===== config.mk =====
export PLATFORM = sky130hd
export DESIGN_NAME = ccc16_meas_seq
export DESIGN_NICKNAME = d
export VERILOG_FILES = /design/src/rtl/ccc16_meas_seq.sv
export SDC_FILE = /design/constraint.sdc
export NUM_CORES = 1
export LEC_CHECK = 0
export BUFFER_PORTS_ARGS = -buffer_cell sky130_fd_sc_hd__clkbuf_2
export CAP_MARGIN = 5
export CORE_ASPECT_RATIO = 2
export CORE_UTILIZATION = 40
export CTS_BUF_LIST = sky130_fd_sc_hd__clkbuf_16
export DETAILED_ROUTE_END_ITERATION = 10
export SLEW_MARGIN = 15
export SYNTH_ARGS = -nofsm -noshare
export SYNTH_HDL_FRONTEND = slang
export SYNTH_SLANG_ARGS = --single-unit
export TNS_END_PERCENT = 20

===== constraint.sdc =====
create_clock -name clk -period 4.72 [get_ports clk]
set_input_delay 0.708 -clock clk [delete_from_list [all_inputs] [get_ports clk]]
set_output_delay 0.708 -clock clk [all_outputs]
set_load 0.02 [all_outputs]

===== src/rtl/ccc16_meas_seq.sv =====
// Measurement sequencer for the CCC16 core: arms the core, collects 2^N capture
// events and publishes average/min/max with a per-sample timeout.
module ccc16_meas_seq #(
    parameter int W         = 16,
    parameter int LOG2N_MAX = 7,
    parameter int TO_W      = 24
) (
    input  logic            clk,
    input  logic            rst,
    input  logic            start,
    input  logic            abort,
    input  logic            cfg_mode,
    input  logic [2:0]      cfg_log2n,
    input  logic            cfg_discard,
    input  logic [TO_W-1:0] cfg_timeout,
    output logic            ccc_clr,
    output logic            ccc_tmr_en,
    output logic            ccc_cnt_en,
    input  logic            ccc_cap_valid,
    input  logic [W-1:0]    ccc_cap,
    input  logic            ccc_match,
    input  logic [W-1:0]    ccc_cnt,
    output logic            busy,
    output logic            done,
    output logic            timeout_err,
    output logic [W-1:0]    res_avg,
    output logic [W-1:0]    res_min,
    output logic [W-1:0]    res_max,
    output logic [7:0]      res_cnt
);

    localparam logic [2:0] S_IDLE    = 3'd0;
    localparam logic [2:0] S_CLEAR   = 3'd1;
    localparam logic [2:0] S_DISCARD = 3'd2;
    localparam logic [2:0] S_COLLECT = 3'd3;
    localparam logic [2:0] S_DONE    = 3'd4;

    localparam int ACC_W = W + LOG2N_MAX;

    logic [2:0]       state, next_state;
    logic             mode_q;
    logic [2:0]       l2n_q;
    logic             discard_q;
    logic [TO_W-1:0]  timeout_q;
    logic [ACC_W-1:0] acc;
    logic [TO_W-1:0]  to_cnt;
    logic [TO_W-1:0]  to_nxt;
    logic             to_flag;
    logic [2:0]       l2n_clamped;
    logic             armed;
    logic             ev;
    logic [W-1:0]     sample;
    logic [7:0]       cnt_inc;
    logic [7:0]       target;
    logic             last;
    logic             expire;

    always_comb begin
        l2n_clamped = (int'(cfg_log2n) > LOG2N_MAX) ? 3'(LOG2N_MAX) : cfg_log2n;
        armed       = (state == S_DISCARD) || (state == S_COLLECT);
        ev          = armed && (mode_q ? ccc_match : ccc_cap_valid);
        sample      = mode_q ? ccc_cnt : ccc_cap;
        cnt_inc     = res_cnt + 8'd1;
        target      = 8'd1 << l2n_q;
        last        = (cnt_inc == target);
        to_nxt      = to_cnt + TO_W'(1);
        // An event in the expiry cycle takes precedence over the timeout.
        expire      = armed && !ev && (timeout_q != '0) && (to_nxt == timeout_q);
        ccc_clr     = (state == S_CLEAR);
        ccc_tmr_en  = armed && !mode_q;
        ccc_cnt_en  = armed && mode_q;
    end

    always_comb begin
        next_state = state;
        case (state)
            S_IDLE:    if (start) next_state = S_CLEAR;
            S_CLEAR:   next_state = discard_q ? S_DISCARD : S_COLLECT;
            S_DISCARD: begin
                if (ev)          next_state = S_COLLECT;
                else if (expire) next_state = S_DONE;
            end
            S_COLLECT: begin
                if (ev && last)  next_state = S_DONE;
                else if (expire) next_state = S_DONE;
            end
            S_DONE:    next_state = S_IDLE;
            default:   next_state = S_IDLE;
        endcase
        if (abort) next_state = S_IDLE;
    end

    always_ff @(posedge clk) begin
        if (rst) begin
            state       <= S_IDLE;
            mode_q      <= 1'b0;
            l2n_q       <= '0;
            discard_q   <= 1'b0;
            timeout_q   <= '0;
            acc         <= '0;
            to_cnt      <= '0;
            to_flag     <= 1'b0;
            busy        <= 1'b0;
            done        <= 1'b0;
            timeout_err <= 1'b0;
            res_avg     <= '0;
            res_min     <= '0;
            res_max     <= '0;
            res_cnt     <= '0;
        end else begin
            state <= next_state;
            busy  <= (next_state != S_IDLE);
            done  <= (state == S_DONE) && !abort;
            // Abort freezes every result register; only the state returns to IDLE.
            if (!abort) begin
                case (state)
                    S_IDLE: begin
                        if (start) begin
                            mode_q    <= cfg_mode;
                            l2n_q     <= l2n_clamped;
                            discard_q <= cfg_discard;
                            timeout_q <= cfg_timeout;
                        end
                    end
                    S_CLEAR: begin
                        acc         <= '0;
                        res_cnt     <= '0;
                        to_cnt      <= '0;
                        to_flag     <= 1'b0;
                        res_min     <= '1;
                        res_max     <= '0;
                        timeout_err <= 1'b0;
                    end
                    S_DISCARD: begin
                        if (ev)                     to_cnt <= '0;
                        else if (timeout_q != '0)   to_cnt <= to_nxt;
                        if (expire)                 to_flag <= 1'b1;
                    end
                    S_COLLECT: begin
                        if (ev) begin
                            acc     <= acc + ACC_W'(sample);
                            res_cnt <= cnt_inc;
                            to_cnt  <= '0;
                            if (sample < res_min) res_min <= sample;
                            if (sample > res_max) res_max <= sample;
                        end else if (timeout_q != '0) begin
                            to_cnt <= to_nxt;
                        end
                        if (expire) to_flag <= 1'b1;
                    end
                    S_DONE: begin
                        res_avg     <= to_flag ? '0 : W'(acc >> l2n_q);
                        timeout_err <= to_flag;
                    end
                    default: ;
                endcase
            end
        end
    end

endmodule


==> flow_summary.json <==
{
  "critical_path_required_ns": 5.04,
  "power_density_nw_per_um2": 272,
  "place_area_um2": 9710,
  "antenna_cells": 0,
  "totalWireLength_mm": 27.0,
  "cts.path.max_buffers": 2,
  "finalClockSkew_ns": 0.0146,
  "synth_nets": 1207,
  "min_path_type": "reg2reg",
  "rsz0062_at_grt": "no",
  "ios": 129,
  "rows": 76,
  "cp-start-kind": "flip-flop",
  "p_leak_nw": 4.02,
  "worst-r2r-cell-count": 14,
  "grt.overflow.total": 0,
  "die-area_um2": 22800,
  "nFillCells": 2200,
  "viasPerCell": 5.64,
  "grt_usage_pct": 24.3,
  "die_w_um": 107,
  "outcome": "finished clean",
  "io_buffers": 128,
  "ctsRootBufferMaster": "clkbuf_16",
  "setup.worst_path.class": "reg2reg",
  "min_period_over_period_pct": 78.3,
  "htreeDepth": 4,
  "wl_per_cell_um": 18.3,
  "tritoncts": "yes",
  "finalCriticalPeriod_ns": 3.70,
  "slew_viol_final": 0,
  "core_um2": 21700,
  "grt_pass1_vias": 8289,
  "clkTransAtPathRegs_ns": 0.06,
  "cts_sinks": 139,
  "setup_viol": 0,
  "final_common_cell": "dfxtp_1",
  "die_y_um": 213,
  "netlist_instances": 1090,
  "dr.first_iter.drc_count": 344,
  "antenna_found_initial": 0,
  "hold_violations": 0,
  "cap_violations": 0,
  "postCtsSetupBuffers": 0,
  "cp_max_fo": 20,
  "ctsHoldBuffers": 0,
  "drc": 0,
  "numCtsBuffers": 17,
  "synth.avg_cell_area_um2": 8.15,
  "finalInstanceArea_um2": 10200,
  "cp-end-kind": "flip-flop",
  "dp.final_hpwl_mm": 21.3,
  "vdd_drop_max_uv": 243,
  "initial_core_util_pct": 41.0,
  "crit_arrival_ns": 4.01,
  "synth_cell_types": 80,
  "finalSetupTns_ns": 0,
  "final_cell_mix": "dfxtp_1 (139), clkbuf_2 (127), nor2_1 (111), nand2_1 (111), a21oi_1 (95)",
  "synth_edf_count": 0,
  "post_cts_resized": 0,
  "grt_pass1_wl_mm": 42.1,
  "yosysWarnings": 0,
  "grt_max_degree": 79,
  "max_freq_mhz": 271,
  "syn_area_um2": 8880,
  "first_pass_iters": 5,
  "ys_async_sr_fraction_pct": 0,
  "ant_nets": 0,
  "worst_pin_slew_ns": 1.11,
  "vias": 8311,
  "nNetsFinal": 1305,
  "drive_above_1_share_pct": 18.9,
  "clkLatencyLatePin_ns": 0.44,
  "timing.slew.headroom_pct": 26.0,
  "ys_ff_latch": 139,
  "gp_congestion": 0.956,
  "yosysSeqAreaShare_pct": 31.3,
  "hold-path-cell-count": 2,
  "synth_ff_type": "dfxtp_1",
  "syn_to_final_growth_pct": 15.3
}
## stage by stage
step	std cells	worst slack, ns	utilization, %	hold WS [ns]	total power, mW
final	1474	1.02	47.2	0.464	2.78
after global routing	1474	0.652	47.2	0.490	2.88
after CTS	1474	0.992	47.2	0.467	2.81
after detailed placement	1442	0.955	44.8	0.458	1.60
after global placement	1442	0.975	44.8	0.450	1.59
after floorplan	1090	1.46	-	0.436	1.47
## worst paths after layout
path | from | endpoint | slack (ns)
worst min-delay path | discard_q | discard_q | 0.46
worst min register to register | discard_q | discard_q | 0.46
worst max register to register | mode_q | acc[18] | 1.02
worst max-delay path | mode_q | acc[18] | 1.02
## worst max-delay path, cell delays in order, from the launching register on
cell and delay [ns]:
dfxtp_1 0.31, buf_4 0.31, mux2i_1 0.23, buf_4 0.16
inv_1 0.05, ha_1 0.20, fa_1 0.42, a211oi_1 0.28
nor2_1 0.14, o31ai_1 0.36, a21oi_1 0.22, a311oi_1 0.56
nor3b_1 0.13, xnor2_1 0.16, nor2_1 0.05
## cell type report
type                    count  area [µm²]  share of cell area [%]
clock buffers              17         425                    4.15
clock inverters            15         101                   0.990
inverters                  57         214                    2.09
multi-input cells         831        5630                    55.0
flip-flops and latches    139        2780                    27.2
well taps                 273         342                    3.34
repair buffers            142         748                    7.31
## per-layer routing
layer  vias to the layer above  routed length, µm  global-route usage [%]
met2                       197              15700                    50.4
met4                         0               1500                    15.1
met5                         -                  0                       0
met1                      3909               8710                    20.3
met3                        77               1020                    4.21
li1                       4128                  -                       -
## sequential cells by signal (all words and copies together), names as in the netlist
| signal | cells |
|---|---|
| res_cnt | 8 |
| state | 3 |
| mode_q | 1 |
| to_cnt | 24 |
| to_flag | 1 |
| busy | 1 |
| acc | 23 |
| res_min | 16 |
| timeout_q | 24 |
| l2n_q | 3 |
| timeout_err | 1 |
| res_max | 16 |
| done | 1 |
| discard_q | 1 |
| res_avg | 16 |
## cell families (layout without fill, tap and decap cells)
group,after synthesis,in the layout,share of synthesized area [%]
DFF,139,139,31.3
adders and majority gates,50,50,7.13
muxes,62,62,8.69
buffers and inverters,120,231,5.28
AOI/OAI and AO/OA,265,265,19.1
and+or+nand+nor,401,401,23.2
xor gates and xnor gates,53,53,5.23
## Yosys cell counts (9+ instances only)
cell type	count	area share, %
and2_1	9	0.63
ha_1	49	6.9
buf_1	9	0.38
xnor2_1	36	3.6
nor4_1	12	0.85
nor2_1	111	4.7
nand3b_1	11	0.93
o21ai_0	53	3.0
a21oi_1	95	5.4
or3_1	15	1.1
a221oi_1	19	1.9
mux2_2	18	2.3
mux4_2	10	2.5
a22oi_1	25	2.1
nor3_1	18	1.0
o2bb2ai_1	15	1.5
clkbuf_1	44	1.9
inv_1	57	2.4
nand2_1	111	4.7
xor2_1	17	1.7
mux2i_1	33	3.7
nand3_1	32	1.8
nand4_1	18	1.3
dfxtp_1	139	31
## report_power, final
part / switching (mW) / internal [mW] / total, mW
clock network: 0.546 / 0.668 / 1.21
logic: 0.206 / 0.137 / 0.343
registers: 0.0296 / 1.20 / 1.23
Power figures use the tool's default switching activity.
